===== src/rtl/main_fsm_pkg.sv =====
// Shared encodings for the multi-cycle control FSM: opcodes, state codes,
// mux-select and ALU/immediate control codings.
package main_fsm_pkg;

    typedef enum logic [3:0] {
        S_FETCH    = 4'd0,
        S_DECODE   = 4'd1,
        S_MEMADR   = 4'd2,
        S_MEMREAD  = 4'd3,
        S_MEMWB    = 4'd4,
        S_MEMWRITE = 4'd5,
        S_EXECR    = 4'd6,
        S_EXECI    = 4'd7,
        S_ALUWB    = 4'd8,
        S_BEQ      = 4'd9,
        S_JAL      = 4'd10,
        S_TRAP     = 4'd11
    } state_e;

    localparam logic [6:0] OP_LW    = 7'b0000011;
    localparam logic [6:0] OP_SW    = 7'b0100011;
    localparam logic [6:0] OP_RTYPE = 7'b0110011;
    localparam logic [6:0] OP_ITYPE = 7'b0010011;
    localparam logic [6:0] OP_BEQ   = 7'b1100011;
    localparam logic [6:0] OP_JAL   = 7'b1101111;

    localparam logic [1:0] ALUOP_ADD   = 2'b00;
    localparam logic [1:0] ALUOP_SUB   = 2'b01;
    localparam logic [1:0] ALUOP_FUNCT = 2'b10;

    localparam logic [1:0] IMM_I = 2'b00;
    localparam logic [1:0] IMM_S = 2'b01;
    localparam logic [1:0] IMM_B = 2'b10;
    localparam logic [1:0] IMM_J = 2'b11;

    localparam logic [1:0] SRCA_PC    = 2'b00;
    localparam logic [1:0] SRCA_OLDPC = 2'b01;
    localparam logic [1:0] SRCA_RS1   = 2'b10;

    localparam logic [1:0] SRCB_RS2  = 2'b00;
    localparam logic [1:0] SRCB_IMM  = 2'b01;
    localparam logic [1:0] SRCB_FOUR = 2'b10;

    localparam logic [1:0] RES_ALUOUT = 2'b00;
    localparam logic [1:0] RES_MEM    = 2'b01;
    localparam logic [1:0] RES_ALU    = 2'b10;

    function automatic logic [1:0] imm_src_of(input logic [6:0] op);
        case (op)
            OP_SW:   return IMM_S;
            OP_BEQ:  return IMM_B;
            OP_JAL:  return IMM_J;
            default: return IMM_I;
        endcase
    endfunction

endpackage


===== src/rtl/main_fsm_if.sv =====
// Control bundle between the FSM (master) and the datapath (slave).
interface main_fsm_if;

    logic [6:0] opcode;
    logic       zero;
    logic       mem_ready;
    logic       pc_write;
    logic       ir_write;
    logic       reg_write;
    logic       mem_write;
    logic       adr_src;
    logic [1:0] alu_src_a;
    logic [1:0] alu_src_b;
    logic [1:0] result_src;
    logic [1:0] alu_op;
    logic [1:0] imm_src;
    logic       illegal_op;
    logic [3:0] state_o;

    modport master (
        input  opcode, zero, mem_ready,
        output pc_write, ir_write, reg_write, mem_write, adr_src,
               alu_src_a, alu_src_b, result_src, alu_op, imm_src,
               illegal_op, state_o
    );

    modport slave (
        output opcode, zero, mem_ready,
        input  pc_write, ir_write, reg_write, mem_write, adr_src,
               alu_src_a, alu_src_b, result_src, alu_op, imm_src,
               illegal_op, state_o
    );

endinterface


===== src/rtl/main_fsm_imm_src_decoder.sv =====
// Purely combinational opcode -> immediate-format select.
module imm_src_decoder
    import main_fsm_pkg::*;
(
    input  logic [6:0] opcode_i,
    output logic [1:0] imm_src_o
);

    assign imm_src_o = imm_src_of(opcode_i);

endmodule


===== src/rtl/main_fsm.sv =====
// Multi-cycle RISC-V control FSM: Moore outputs per state, with fetch and
// memory states optionally stalled on mem_ready and a sticky illegal-op trap.
module main_fsm
    import main_fsm_pkg::*;
#(
    parameter bit MEM_HANDSHAKE = 1'b1,
    parameter bit ENABLE_ITYPE  = 1'b1,
    parameter bit ENABLE_JAL    = 1'b1
) (
    input  logic       clk,
    input  logic       rst_n,
    main_fsm_if.master bus
);

    state_e     state_q, state_d;
    logic       illegal_q, illegal_d;
    logic       ready;
    logic       pc_write_en, ir_write_en, reg_write_en, mem_write_en;

    assign ready = MEM_HANDSHAKE ? bus.mem_ready : 1'b1;

    always_ff @(posedge clk or negedge rst_n) begin
        if (!rst_n) begin
            state_q   <= S_FETCH;
            illegal_q <= 1'b0;
        end else begin
            state_q   <= state_d;
            illegal_q <= illegal_d;
        end
    end

    always_comb begin
        state_d        = state_q;
        pc_write_en    = 1'b0;
        ir_write_en    = 1'b0;
        reg_write_en   = 1'b0;
        mem_write_en   = 1'b0;
        bus.adr_src    = 1'b0;
        bus.alu_src_a  = SRCA_PC;
        bus.alu_src_b  = SRCB_RS2;
        bus.alu_op     = ALUOP_ADD;
        bus.result_src = RES_ALUOUT;
        case (state_q)
            S_FETCH: begin
                bus.alu_src_b  = SRCB_FOUR;
                bus.result_src = RES_ALU;
                pc_write_en    = ready;
                ir_write_en    = ready;
                if (ready) state_d = S_DECODE;
            end
            S_DECODE: begin
                bus.alu_src_a = SRCA_OLDPC;
                bus.alu_src_b = SRCB_IMM;
                case (bus.opcode)
                    OP_LW, OP_SW: state_d = S_MEMADR;
                    OP_RTYPE:     state_d = S_EXECR;
                    OP_ITYPE:     state_d = ENABLE_ITYPE ? S_EXECI : S_TRAP;
                    OP_BEQ:       state_d = S_BEQ;
                    OP_JAL:       state_d = ENABLE_JAL ? S_JAL : S_TRAP;
                    default:      state_d = S_TRAP;
                endcase
            end
            S_MEMADR: begin
                bus.alu_src_a = SRCA_RS1;
                bus.alu_src_b = SRCB_IMM;
                state_d       = (bus.opcode == OP_SW) ? S_MEMWRITE : S_MEMREAD;
            end
            S_MEMREAD: begin
                bus.adr_src = 1'b1;
                if (ready) state_d = S_MEMWB;
            end
            S_MEMWB: begin
                bus.result_src = RES_MEM;
                reg_write_en   = 1'b1;
                state_d        = S_FETCH;
            end
            S_MEMWRITE: begin
                bus.adr_src  = 1'b1;
                mem_write_en = 1'b1;
                if (ready) state_d = S_FETCH;
            end
            S_EXECR: begin
                bus.alu_src_a = SRCA_RS1;
                bus.alu_op    = ALUOP_FUNCT;
                state_d       = S_ALUWB;
            end
            S_EXECI: begin
                bus.alu_src_a = SRCA_RS1;
                bus.alu_src_b = SRCB_IMM;
                bus.alu_op    = ALUOP_FUNCT;
                state_d       = S_ALUWB;
            end
            S_ALUWB: begin
                reg_write_en = 1'b1;
                state_d      = S_FETCH;
            end
            S_BEQ: begin
                bus.alu_src_a = SRCA_RS1;
                bus.alu_op    = ALUOP_SUB;
                pc_write_en   = bus.zero;
                state_d       = S_FETCH;
            end
            S_JAL: begin
                bus.alu_src_a = SRCA_OLDPC;
                bus.alu_src_b = SRCB_FOUR;
                pc_write_en   = 1'b1;
                state_d       = S_ALUWB;
            end
            S_TRAP:  state_d = S_TRAP;
            default: state_d = S_TRAP;
        endcase
        illegal_d = illegal_q | (state_d == S_TRAP);
    end

    // Enables are gated by rst_n so an asserted reset silences writes before any edge.
    assign bus.pc_write   = pc_write_en  & rst_n;
    assign bus.ir_write   = ir_write_en  & rst_n;
    assign bus.reg_write  = reg_write_en & rst_n;
    assign bus.mem_write  = mem_write_en & rst_n;
    assign bus.illegal_op = illegal_q;
    assign bus.state_o    = state_q;

    imm_src_decoder u_imm_src_decoder (
        .opcode_i  (bus.opcode),
        .imm_src_o (bus.imm_src)
    );

endmodule


===== src/flat_wrapper.sv =====
// flat-port wrapper written by rule: the top's interface ports become plain ports
module main_fsm_flat import main_fsm_pkg::*;
#(
    parameter bit MEM_HANDSHAKE = 1'b1,
    parameter bit ENABLE_ITYPE  = 1'b1,
    parameter bit ENABLE_JAL    = 1'b1
)
  (clk, rst_n, bus_opcode, bus_zero, bus_mem_ready, bus_pc_write, bus_ir_write, bus_reg_write, bus_mem_write, bus_adr_src, bus_alu_src_a, bus_alu_src_b, bus_result_src, bus_alu_op, bus_imm_src, bus_illegal_op, bus_state_o);
  main_fsm_if bus_i ();
  input  logic clk;
  input  logic rst_n;
  input wire logic [$bits(bus_i.opcode)-1:0] bus_opcode;
  input wire logic [$bits(bus_i.zero)-1:0] bus_zero;
  input wire logic [$bits(bus_i.mem_ready)-1:0] bus_mem_ready;
  output wire logic [$bits(bus_i.pc_write)-1:0] bus_pc_write;
  output wire logic [$bits(bus_i.ir_write)-1:0] bus_ir_write;
  output wire logic [$bits(bus_i.reg_write)-1:0] bus_reg_write;
  output wire logic [$bits(bus_i.mem_write)-1:0] bus_mem_write;
  output wire logic [$bits(bus_i.adr_src)-1:0] bus_adr_src;
  output wire logic [$bits(bus_i.alu_src_a)-1:0] bus_alu_src_a;
  output wire logic [$bits(bus_i.alu_src_b)-1:0] bus_alu_src_b;
  output wire logic [$bits(bus_i.result_src)-1:0] bus_result_src;
  output wire logic [$bits(bus_i.alu_op)-1:0] bus_alu_op;
  output wire logic [$bits(bus_i.imm_src)-1:0] bus_imm_src;
  output wire logic [$bits(bus_i.illegal_op)-1:0] bus_illegal_op;
  output wire logic [$bits(bus_i.state_o)-1:0] bus_state_o;
  assign bus_i.opcode = bus_opcode;
  assign bus_i.zero = bus_zero;
  assign bus_i.mem_ready = bus_mem_ready;
  assign bus_pc_write = bus_i.pc_write;
  assign bus_ir_write = bus_i.ir_write;
  assign bus_reg_write = bus_i.reg_write;
  assign bus_mem_write = bus_i.mem_write;
  assign bus_adr_src = bus_i.adr_src;
  assign bus_alu_src_a = bus_i.alu_src_a;
  assign bus_alu_src_b = bus_i.alu_src_b;
  assign bus_result_src = bus_i.result_src;
  assign bus_alu_op = bus_i.alu_op;
  assign bus_imm_src = bus_i.imm_src;
  assign bus_illegal_op = bus_i.illegal_op;
  assign bus_state_o = bus_i.state_o;
  main_fsm #(.MEM_HANDSHAKE(MEM_HANDSHAKE), .ENABLE_ITYPE(ENABLE_ITYPE), .ENABLE_JAL(ENABLE_JAL)) u_core (.clk(clk), .rst_n(rst_n), .bus(bus_i));
endmodule

===== config.mk =====
export PLATFORM = sky130hd
export DESIGN_NAME = main_fsm_flat
export DESIGN_NICKNAME = d
export VERILOG_FILES = /design/src/rtl/main_fsm_pkg.sv /design/src/rtl/main_fsm_if.sv /design/src/rtl/main_fsm_imm_src_decoder.sv /design/src/rtl/main_fsm.sv /design/src/flat_wrapper.sv
export SDC_FILE = /design/constraint.sdc
export NUM_CORES = 1
export LEC_CHECK = 0
export ABC_AREA = 1
export CORE_UTILIZATION = 39
export DETAILED_ROUTE_END_ITERATION = 10
export PLACE_DENSITY = 0.79
export RECOVER_POWER = 100
export SYNTH_ARGS = -nofsm -noshare
export SYNTH_HDL_FRONTEND = slang
export SYNTH_HIERARCHICAL = 1
export SYNTH_SLANG_ARGS = --single-unit

===== constraint.sdc =====
create_clock -name clk -period 1.4 [get_ports clk]
set_input_delay 0.28 -clock clk [delete_from_list [all_inputs] [get_ports clk]]
set_output_delay 0.28 -clock clk [all_outputs]
set_load 0.02 [all_outputs]

==> results of run 1 <==
cells by family after synthesis:
logic type / Yosys count / share of synthesized area [%]
AO/OA/AOI/OAI: 11 / 10.72
buffers and inverters: 26 / 16.29
flip-flops: 5 / 20.62
AND/OR/NAND/NOR: 72 / 52.37
timing repair:
item                       4_1_cts
setup endpoints to repair       22
pin swaps                       11
gates resized for setup        121
buffers inserted                 5
metrics by stage:
step | TNS (ps) | area [sq um]
2_1_floorplan | -156.9 | 639.4
3_3_place_gp | -7202 | 1154
3_5_place_dp | -7851 | 1154
4_1_cts | -2087 | 1265
==> metrics.json, run 1 <==
{
  "mappedNetlistArea": {"value": 606.8, "unit": "sq um"},
  "initial_core_utilization": {"value": 44.41, "unit": "%"},
  "fp.dieW": {"value": 41.45, "unit": "um"},
  "ys_async_sr_fraction": {"value": 100.0, "unit": "%"},
  "syn_avg_cell_area": {"value": 5.323, "unit": "sq um"},
  "error": {"value": "[ERROR DPL-0038] Utilization greater than 100%, impossible to legalize"},
  "outcome": {"value": "aborted with a tool error"},
  "place.detailed.instances": {"value": 185},
  "placement.io_buffers": {"value": 30},
  "ys_ff_latch": {"value": 5},
  "postSynthCellCount": {"value": 114},
  "standard_cell_rows": {"value": 13},
  "clock_sinks": {"value": 5},
  "synth_enable_flop_cells": {"value": 0},
  "synth_top_cells_by_count": {"value": "sky130_fd_sc_hd__nand2_1 (38), sky130_fd_sc_hd__inv_1 (24), sky130_fd_sc_hd__nor2_1 (16), sky130_fd_sc_hd__nor2_2 (7), sky130_fd_sc_hd__dfrtp_1 (5)"},
  "synthDominantAreaCellType": {"value": "sky130_fd_sc_hd__nand2_1"},
  "cts_inserted_buffers": {"value": 3},
  "synth_area_leaders": {"value": "sky130_fd_sc_hd__nand2_1 (24%), sky130_fd_sc_hd__dfrtp_1 (21%), sky130_fd_sc_hd__inv_1 (15%)"},
  "post-synth-top-area-fraction": {"value": 23.51, "unit": "%"},
  "clock_tree.root_cell": {"value": "sky130_fd_sc_hd__clkbuf_4"},
  "synth-seq-area-share": {"value": 20.62, "unit": "%"},
  "pin_count_of_the_biggest_net_entering_global_routing": {"value": 7},
  "num_io_pins": {"value": 31},
  "stop_stage": {"value": "global routing"},
  "crit_endpoint": {"value": "bus_pc_write"},
  "gp_congestion": {"value": 0.8279},
  "htree_num_levels": {"value": 1},
  "cts-hold-fix-buffers": {"value": 0},
  "synthDistinctLibCells": {"value": 18},
  "dp_slack": {"value": -632.0, "unit": "ps"},
  "synthMostInstantiatedCell": {"value": "sky130_fd_sc_hd__nand2_1"},
  "post-dp-hpwl": {"value": 1.658, "unit": "mm"},
  "synthesis.yosys.warnings": {"value": 6},
  "clockBufferDepth": {"value": 2},
  "synth_ff_type": {"value": "sky130_fd_sc_hd__dfrtp_1"},
  "endpoint_type": {"value": "output port"},
  "dieHeight": {"value": 41.45, "unit": "um"},
  "syn-num-nets": {"value": 125}
}
==> run 2, diff against run 1 <==
CORE_AREA = 2 2 63 65   (was default)
CORE_UTILIZATION = default   (was 39)
DIE_AREA = 0 0 65 67   (was default)
PLACE_DENSITY = default   (was 0.79)
PLACE_DENSITY_LB_ADDON = 0.15   (was default)
==> run 2 against run 1 <==
The flow now finishes, with violations (negative setup slack). Synthesized cell count unchanged. Area after synthesis stayed put.
==> metrics.json, run 2 <==
{
  "finalHoldViolCount": {"value": 0},
  "synth_top_cells_by_count": {"value": "sky130_fd_sc_hd__nand2_1 (38), sky130_fd_sc_hd__inv_1 (24), sky130_fd_sc_hd__nor2_1 (16), sky130_fd_sc_hd__nor2_2 (7), sky130_fd_sc_hd__dfrtp_1 (5)"},
  "antenna-diode-count": {"value": 0},
  "post-dp-hpwl": {"value": 1.683, "unit": "mm", "change": "+1.5%"},
  "clockBufferDepth": {"value": 2, "change": "unchanged"},
  "first_global_vias": {"value": 842},
  "vias_per_cell": {"value": 3.845},
  "worstSetupPathType": {"value": "reg2out"},
  "htree_num_levels": {"value": 1, "change": "unchanged"},
  "dp_slack": {"value": -652.1, "unit": "ps", "change": "-20.12 ps"},
  "grt_pass1_wl": {"value": 3.367, "unit": "mm"},
  "synthDistinctLibCells": {"value": 18, "change": "unchanged"},
  "post-layout-total-power": {"value": 0.0005012, "unit": "W"},
  "min_delay_path_depth": {"value": 2},
  "drt_drc_violations_left": {"value": 0},
  "synthXorXnorAreaFrac": {"value": 0, "unit": "%", "change": "unchanged"},
  "ys_ff_latch": {"value": 5, "change": "unchanged"},
  "syn-num-nets": {"value": 125, "change": "unchanged"},
  "pin_count_of_the_biggest_net_entering_global_routing": {"value": 7},
  "synth-simple-area-share": {"value": 52.37, "unit": "%", "change": "unchanged"},
  "powerDensity": {"value": 366.2, "unit": "nW/um^2"},
  "total_iterations_of_the_first_detailed_routing_run": {"value": 4},
  "rr_startpoint": {"value": "u_core/bus.state_o[2]"},
  "track_usage": {"value": 9.636, "unit": "%"},
  "capturing_point_of_the_worst_reg2reg_path": {"value": "u_core/bus.illegal_op"},
  "setup_viol": {"value": 14},
  "synthDominantAreaCellType": {"value": "sky130_fd_sc_hd__nand2_1"},
  "final_antenna_net_count": {"value": 0},
  "num-nets-final": {"value": 197},
  "reg2reg_depth": {"value": 11},
  "worst-slew-pin-transition": {"value": 246.6, "unit": "ps"},
  "cts_inserted_buffers": {"value": 3, "change": "unchanged"},
  "compound_gate_fraction_of_synth_area": {"value": 10.72, "unit": "%", "change": "unchanged"},
  "crit_required": {"value": 1120, "unit": "ps"},
  "final_common_cell": {"value": "sky130_fd_sc_hd__buf_4"},
  "min-delay-start": {"value": "u_core/bus.illegal_op"},
  "synth_area_leaders": {"value": "sky130_fd_sc_hd__nand2_1 (24%), sky130_fd_sc_hd__dfrtp_1 (21%), sky130_fd_sc_hd__inv_1 (15%)"},
  "startpoint_type": {"value": "flop"},
  "dr_total_vias": {"value": 896},
  "synth_mux_area_share": {"value": 0, "unit": "%", "change": "unchanged"},
  "critical_path.endpoint_type": {"value": "output pin"},
  "fp.dieW": {"value": 65, "unit": "um", "change": "+57%"},
  "clock_latency": {"value": 220, "unit": "ps"},
  "critPathMostFrequentCell": {"value": "sky130_fd_sc_hd__inv_2"},
  "synth_enable_flop_cells": {"value": 0, "change": "unchanged"},
  "place.detailed.instances": {"value": 223, "change": "+21%"},
  "first_iteration_detailed_routing_drc_count": {"value": 15},
  "postLayoutSetupSlackWorst": {"value": -204.7, "unit": "ps"},
  "num_io_pins": {"value": 31, "change": "unchanged"},
  "violations_in_the_final_reports": {"value": "negative setup slack"},
  "max_reg_flops": {"value": 4},
  "cp_max_fo": {"value": 4},
  "grt.overflow.total": {"value": 0},
  "synth_top_family_by_area": {"value": "simple AND/OR/NAND/NOR gates"},
  "avgRoutedWirePerCell": {"value": 8.528, "unit": "um"},
  "clock_transition_at_the_registers_of_the_reported_paths": {"value": 30, "unit": "ps"},
  "synth-seq-area-share": {"value": 20.62, "unit": "%", "change": "unchanged"},
  "vdd_drop_max": {"value": 0.1806, "unit": "mV"},
  "timing_max_transition_violations_final": {"value": 0},
  "synthMostInstantiatedCell": {"value": "sky130_fd_sc_hd__nand2_1"},
  "clock_tree.root_cell": {"value": "sky130_fd_sc_hd__clkbuf_8"},
  "clock_sinks": {"value": 5, "change": "unchanged"},
  "finalCoreUtilization": {"value": 37.96, "unit": "%"},
  "max_stage_delay": {"value": 430, "unit": "ps"},
  "rsz0062_at_grt": {"value": "true"},
  "die-area": {"value": 4355, "unit": "sq um"},
  "design.core.area": {"value": 3606, "unit": "sq um"},
  "clock_tree_from_tritoncts": {"value": "built"},
  "ys_async_sr_fraction": {"value": 100.0, "unit": "%", "change": "unchanged"},
  "synth_ff_type": {"value": "sky130_fd_sc_hd__dfrtp_1"},
  "hold_path.class": {"value": "reg2reg"},
  "fraction_of_final_layout_cells_sized_beyond_drive_strength_1": {"value": 52.97, "unit": "%"},
  "lkg_pwr": {"value": 0.6986, "unit": "nW"},
  "cp_data_arrival_time": {"value": 1320, "unit": "ps"},
  "post-synth-top-area-fraction": {"value": 23.51, "unit": "%", "change": "unchanged"},
  "gp_congestion": {"value": 0.8116, "change": "-2.0%"},
  "postSynthCellCount": {"value": 114, "change": "unchanged"},
  "timing.fmax": {"value": 0.6232, "unit": "GHz"},
  "clock-skew-final": {"value": 0.08858, "unit": "ps"},
  "area.growth.synth_to_final": {"value": 125.6, "unit": "%"},
  "standard_cell_rows": {"value": 22, "change": "+9"},
  "hold_path_sink": {"value": "u_core/bus.illegal_op"},
  "max_slew_margin": {"value": 83.56, "unit": "%"},
  "final-instance-count-excl-fill": {"value": 233},
  "finalHoldWorstSlack": {"value": 465.1, "unit": "ps"},
  "mappedNetlistArea": {"value": 606.8, "unit": "sq um", "change": "unchanged"},
  "layout_worst_path_cycle_share": {"value": 114.6, "unit": "%"},
  "synth_adder_area_share": {"value": 0, "unit": "%", "change": "unchanged"},
  "synthesis.yosys.warnings": {"value": 6, "change": "unchanged"},
  "grt_antenna_before_repair": {"value": 0},
  "most-common-layout-cells": {"value": "sky130_fd_sc_hd__buf_4 (40), sky130_fd_sc_hd__nand2_1 (33), sky130_fd_sc_hd__inv_1 (15)"},
  "outcome": {"value": "finished, violations left"},
  "timing.critical_path.cells": {"value": "inv_2, nand2_4, nor2_2, inv_2, a31oi_4, buf_6"},
  "initial_core_utilization": {"value": 16.83, "unit": "%", "change": "-28 points"},
  "placement.io_buffers": {"value": 30, "change": "unchanged"},
  "r2r_setup_slk": {"value": -100, "unit": "ps"},
  "crit_path_top_delay_cell": {"value": "sky130_fd_sc_hd__dfrtp_2"},
  "dieHeight": {"value": 67, "unit": "um", "change": "+62%"},
  "minimum_period_implied_by_the_final_worst_setup_slack": {"value": 1605, "unit": "ps"},
  "detail_route.wirelength": {"value": 1.987, "unit": "mm"},
  "syn_avg_cell_area": {"value": 5.323, "unit": "sq um", "change": "unchanged"},
  "cts-hold-fix-buffers": {"value": 0, "change": "unchanged"},
  "cap_viol_max_count": {"value": 0}
}
-- run 2: cell counts after synthesis --
No cell type changed its count.
-- run 2: power breakdown --
group / internal (W) / switching, W
combinational: 0.0000503 / 0.0000433
clock: 0.000195 / 0.0000671
sequential: 0.000145 / 0
total: 0.000391 / 0.000110
-- run 2: critical path, delay by kind of cell, from the launching register on --
family                 cells  cell delay, ps
flip-flops                 1             430
buffers and inverters      3             300
AND/OR/NAND/NOR            2             190
AO/OA/AOI/OAI              1             180
-- run 2: layer usage --
metal | part of all wire (%) | track usage [%] | wire length [um] | up-vias
li1 | - | - | - | 483
met1 | 40 | 9.939 | 799 | 390
met2 | 54 | 19.59 | 1066 | 23
met3 | 6.0 | 1.351 | 120 | 0
met4 | 0 | 3.191 | 0 | 0
met5 | 0 | 0 | 0 | -
-- run 2: final cells by class --
| class | count | area, sq um |
|---|---|---|
| multi-input combinational | 83 | 475.5 |
| timing repair buffer | 67 | 559.3 |
| sequential | 5 | 130.1 |
| inverter | 26 | 98.84 |
| clock buffer | 4 | 45.04 |
| fill | 407 | 2237 |
| tap | 48 | 60.06 |
-- run 2: worst max-delay path by stage --
stage / start / end / slack (ps) / cells past startpoint
6_report: u_core/bus.state_o[2] / bus_pc_write / -200 / 6
4_1_cts: u_core/bus.state_o[3] / bus_pc_write / -250 / 6
3_5_place_dp: bus_mem_ready / bus_pc_write / -650 / 6
5_1_grt: u_core/bus.state_o[2] / bus_pc_write / -260 / 6
3_3_place_gp: bus_mem_ready / bus_pc_write / -640 / 6
2_1_floorplan: u_core/bus.state_o[1] / bus_pc_write / -130 / 5
-- run 2: kinds of logic after synthesis --
logic type | after synthesis
compound gates | 11
buf+inv | 26
flops | 5
simple gates | 72
-- run 2: metrics by stage --
step	setup TNS (ps)	area [sq um]
after CTS	-2139	1319
after global placement	-8061	1232
after floorplan	-156.9	639.4
after detailed placement	-8110	1232
final	-1774	1369
after global routing	-2758	1369
-- run 2: what timing repair did --
action | CTS | global route
setup endpoints to repair | 23 | 21
hold endpoints to repair | 0 | 0
resized for setup | 111 | 22
pin swaps | 9 | 6
setup buffers | 4 | 2
Note: power is estimated with default switching activity, not from simulation.
==> edit 1 (settings of run 2) <==
`ENABLE_ITYPE` is set to 1'b1 in 2 places; all go to 1'b0.
--- a/src/rtl/main_fsm.sv
+++ b/src/rtl/main_fsm.sv
@@ -4,7 +4,7 @@
     import main_fsm_pkg::*;
 #(
     parameter bit MEM_HANDSHAKE = 1'b1,
-    parameter bit ENABLE_ITYPE  = 1'b1,
+    parameter bit ENABLE_ITYPE  = 1'b0,
     parameter bit ENABLE_JAL    = 1'b1
 ) (
     input  logic       clk,
--- a/src/flat_wrapper.sv
+++ b/src/flat_wrapper.sv
@@ -2,7 +2,7 @@
 module main_fsm_flat import main_fsm_pkg::*;
 #(
     parameter bit MEM_HANDSHAKE = 1'b1,
-    parameter bit ENABLE_ITYPE  = 1'b1,
+    parameter bit ENABLE_ITYPE  = 1'b0,
     parameter bit ENABLE_JAL    = 1'b1
 )
   (clk, rst_n, bus_opcode, bus_zero, bus_mem_ready, bus_pc_write, bus_ir_write, bus_reg_write, bus_mem_write, bus_adr_src, bus_alu_src_a, bus_alu_src_b, bus_result_src, bus_alu_op, bus_imm_src, bus_illegal_op, bus_state_o);
Behaviour: not the same (Yosys sat finds a counterexample within 4 cycles, from zero or initial values and one cycle with rst_n low).
==> edit 1 against run 2 <==
  * The flow still finishes with violations (setup timing)
  * Sequential cell count did not move
  * Highest routed layer is now met4
  * Largest cell class unchanged
  * Clock skew rose by 1.8 ps
  * Critical path type unchanged
  * Critical endpoint unchanged
  * Worst hold slack got worse by 67 ps
  * Synthesized area fell by 1.9%
  * Sequential power barely moved
  * Core utilization fell by 0.69 points
  * Cell count fell by 5.6%
  * Global-route usage rose by 0.17 points
  * Total power fell by 2.5%
  * Cell area fell by 1.8%
  * Wire length rose by 4.8%
  * Setup slack improved by 16 ps
==> edit 1: results (changes against run 2) <==
| Metric | Value |
|---|---|
| Worst Path Max Fanout | 3 (-1) |
| Uppermost routed layer | met4 |
| Sw Share | 0.2266 (+0.006365) |
| Status | complete, but fails checks |
| DRT iter0 DRCs | 13 (-2) |
| Peak VDD IR | 0.0001688 V (-6.5%) |
| Setup Slack @ Placement | -615.6 ps (+36.44 ps) |
| Layout fillers | 419 (+2.9%) |
| LEAKAGE | 0.7372 nW (+5.5%) |
| GPL Wtd Cong | 0.7995 (-1.5%) |
| Final setup viols | 13 (-1) |
| FMAX | 629.5 MHz (+1.0%) |
| GRT Total Usage | 0.09804 (+0.001679) |
| Dpl hpwl | 1744 µm (+3.6%) |
| Post-DP Area | 1219 µm² (-1.1%) |
| Final setup margin | -188.6 ps (+16.11 ps) |
| HP Class | in -> async |
| Part of the power in the clock network | 0.542 (+0.019) |
| Seq/Total Area, Yosys | 0.2101 (+0.003898) |
| Average wire per standard cell | 9.468 µm (+11%) |
| Postcts setup bufs | 1 (-3) |
| Synth area leaders | nand2_1 (21%), dfrtp_1 (21%), inv_1 (13%) |
| Clock Skews | 1.931 ps (+1.843 ps) |
| Detailed-route via count | 844 (-5.8%) |
| Resize count post-CTS | 105 (-5.4%) |
| Avg Cell Area, Syn | 5.566 µm² (+4.6%) |
| Met2 WL post-DR | 1049 µm (-1.6%) |
| Layout Nets | 184 (-6.6%) |
| Pin count of the biggest net entering global routing | 7 (unchanged) |
| Syn_nets | 118 (-5.6%) |
| Leading post-synthesis cells by instance count | nand2_1 (34), inv_1 (20), nor2_1 (14) |
| Total wire length | 2083 µm (+4.8%) |
| TritonRoute pass-1 iters | 3 (-1) |
| Met3 wire length | 110 µm (-8.3%) |
| Dpl cells | 213 (-4.5%) |
| Failing checks | setup timing |
| First-pass GRT wire length | 3298 µm (-2.0%) |
| WL met1 | 911 µm (+14%) |
| Switching power | 0.1108 mW (+0.33%) |
| Number of flip-flops in the largest register | 4 (unchanged) |
| Netlist cell types | 17 (-1) |
| Relative slew slack | 0.8370 (+0.001372) |
| Layout cell share with drive strength beyond 1 | 0.5581 (+0.02841) |
edit 1: logic make-up (layout without fill, tap and decap cells):
family | Yosys count | after routing | synth area share
and+or+nand+nor | 72 | 72 | 0.5714
buffers and inverters | 24 | 89 | 0.1512
AOI/OAI and AO/OA | 6 | 6 | 0.06723
DFF | 5 | 5 | 0.2101
edit 1: metal layers:
layer,track usage,vias to the layer above
met4,0.03191,0
li1,-,454
met2,0.1881,28
met3,0.02196,2
met5,0,-
met1,0.1052,360
edit 1: through the flow:
| stage | setup TNS (ps) | util |
|---|---|---|
| 5_1_grt | -2717 | 0.3727 |
| 2_1_floorplan | -8.838 | - |
| 6_report | -1750 | 0.3727 |
| 4_1_cts | -1953 | 0.3550 |
| 3_3_place_gp | -7460 | 0.3380 |
| 3_5_place_dp | -7655 | 0.3380 |
edit 1: path summary, 6_finish.rpt:
kind	startpoint	end	slack, ps	cells after the start
hold reg to reg	u_core/bus.illegal_op$_DFF_PN0_	u_core/bus.illegal_op$_DFF_PN0_	460	2
hold / removal	rst_n	u_core/bus.illegal_op$_DFF_PN0_	400	2
min in group clk	u_core/bus.illegal_op$_DFF_PN0_	u_core/bus.illegal_op$_DFF_PN0_	460	2
max in group asynchronous	rst_n	u_core/bus.state_o[2]$_DFF_PN0_	780	2
setup reg to reg	u_core/bus.state_o[1]$_DFF_PN0_	u_core/bus.illegal_op$_DFF_PN0_	0	10
setup / recovery	u_core/bus.state_o[2]$_DFF_PN0_	bus_pc_write	-190	6
edit 1: final cells by class:
class	count	area share
clock buffer	3	0.03073
sequential	5	0.09683
inverter	24	0.07076
tap	48	0.04469
timing repair buffer	61	0.3864
multi-input combinational	78	0.3669
clock inverter	1	0.003724
==> edit 2 (flow settings as in run 2) <==
Made on the original files. Make the reset (`rst_n`) synchronous in one clocked block.
--- a/src/rtl/main_fsm.sv
+++ b/src/rtl/main_fsm.sv
@@ -19,7 +19,7 @@
 
     assign ready = MEM_HANDSHAKE ? bus.mem_ready : 1'b1;
 
-    always_ff @(posedge clk or negedge rst_n) begin
+    always_ff @(posedge clk) begin
         if (!rst_n) begin
             state_q   <= S_FETCH;
             illegal_q <= 1'b0;
Behaviour: differs if rst_n is asserted again (counterexample within 4 cycles, from zero or initial values and one cycle with rst_n low); with rst_n held inactive, the same outputs for 10 cycles.
==> edit 2 against run 2 <==
  * The run still ends with setup timing left
  * Sequential cell count did not move
  * Highest routed layer unchanged
  * Synthesized cell count rose by 4.4%
  * Count of clock-buffer cells in the layout did not move
  * Wire length rose by 4.2%
  * Sequential share of layout area fell by 1.7 points
  * Non-clock buffer count fell by 6
  * Cell area rose by 2.2%
  * Synthesized area rose by 0.21%
  * Setup slack improved by 70 ps
Power is left out: it rests on default switching activity, and per cell area and clock period it moved more than threefold.
==> edit 2: results (changes against run 2) <==
| Metric | Value |
|---|---|
| Status | complete, but fails checks |
| Failing checks | setup timing |
| GPL Wtd Cong | 0.8189 (+0.90%) |
| GRT Total Usage | 0.09470 (-0.001664) |
| Syn_nets | 130 (+4.0%) |
| Dpl hpwl | 1724 µm (+2.4%) |
| R2r endpoint | u_core/bus.illegal_op$_SDFF_PN0_ |
| Final setup margin | -134.9 ps (+69.87 ps) |
| Netlist cell types | 20 (+2) |
| Worst reg2reg path depth | 11 (unchanged) |
| Worst EP arrival | 1250 ps (-70 ps) |
| WHS Endpoint | u_core/bus.state_o[1]$_SDFF_PN0_ |
| Via density | 3.849 (about the same) |
| Layout cell share with drive strength beyond 1 | 0.5163 (-0.01343) |
| FMAX | 651.5 MHz (+4.6%) |
| Vias in the first global route | 833 (-1.1%) |
| HP Class | in -> reg |
| Layout Nets | 196 (-0.51%) |
| Hold Startpoint | rst_n |
| Clock Skews | 0.9445 ps (+0.8559 ps) |
| Syn Inst Count | 119 (+4.4%) |
| Flop2flop setup slack | 60 ps (+160 ps) |
| Synth area leaders | nand2_1 (25%), dfxtp_1 (16%), inv_1 (12%) |
| WHS | 413.4 ps (-51.71 ps) |
| Dominant synthesized flop cell | dfxtp_1 |
| Final setup viols | 8 (-6) |
| Pin count of the biggest net entering global routing | 6 (-1) |
| Seq/Total Area, Yosys | 0.1646 (-0.04158) |
| Complex-gate fraction of the synthesized area | 0.1235 (+0.01624) |
| Critical R2R Launch | u_core/bus.state_o[2]$_SDFF_PN0_ |
| Total wire length | 2070 µm (+4.2%) |
| Asr flop ratio synth | 0 (-1.000) |
| Fin Setup TNS | -617.4 ps (+1157 ps) |
| First-pass GRT wire length | 3346 µm (-0.62%) |
| Relative slew slack | 0.8553 (+0.01967) |
| Leading post-synthesis cells by instance count | nand2_1 (40), inv_1 (20), nor2_1 (15) |
| TritonRoute pass-1 iters | 4 (unchanged) |
| DRT iter0 DRCs | 8 (-7) |
[edit 2: cell count changes after synthesis, moves of 2 or more]
| cell | delta |
|---|---|
| inv_2 | +5 |
| dfrtp_1 | -5 |
| nand3_1 | +3 |
| nand2_1 | +2 |
| inv_1 | -4 |
| dfxtp_1 | +5 |
[edit 2: cell type report]
class                           count  area, µm²
Clock buffer                        4      45.04
Sequential cell                     5      108.9
Fill cell                         401       2207
Timing Repair Buffer               61      515.5
Inverter                           27      108.9
Multi-Input combinational cell     87      560.5
Tap cell                           48      60.06
[edit 2: per-layer routing]
metal | wire length [µm] | track usage | vias to the layer above
met5 | 0 | 0 | -
li1 | - | - | 491
met3 | 86 | 0.008446 | 0
met4 | 0 | 0.01596 | 0
met1 | 850 | 0.1047 | 381
met2 | 1134 | 0.1946 | 21
[edit 2: timing repair]
item | CTS | global route
setup endpoints to repair | 23 | 15
pin swaps | 10 | 12
resized for setup | 118 | 29
hold endpoints to repair | 0 | 0
buffers inserted | 3 | 2
[edit 2: cell families (layout without fill, tap and decap cells)]
| family | count (synthesis) | count (layout) |
|---|---|---|
| buf+inv | 27 | 92 |
| flops | 5 | 5 |
| simple gates | 75 | 75 |
| compound gates | 12 | 12 |
[edit 2: worst max-delay path, stage by stage, from the launching register on]
cell and delay [ps]:
dfxtp_1 300, inv_2 130, nand2_8 90, nor2_4 140
nand2_2 90, a31oi_2 120, buf_4 160
[edit 2: per-stage QoR]
step | util | std cells | area [µm²] | setup slack (ps)
finish | 0.3879 | 232 | 1399 | -134.9
global route | 0.3879 | 232 | 1399 | -172.0
CTS | 0.3602 | 231 | 1299 | -126.1
detailed placement | 0.3321 | 224 | 1197 | -628.1
global placement | 0.3321 | 224 | 1197 | -605.5
floorplan | - | 119 | 634.4 | -109.6
[edit 2: how the worst max path moves through the flow]
| stage | end | slack [ps] | cells after the start |
|---|---|---|---|
| after floorplan | bus_pc_write | -110 | 6 |
| after global placement | bus_reg_write | -610 | 4 |
| after detailed placement | bus_reg_write | -630 | 4 |
| after CTS | bus_pc_write | -130 | 6 |
| after global routing | bus_pc_write | -170 | 6 |
| final | bus_pc_write | -130 | 6 |
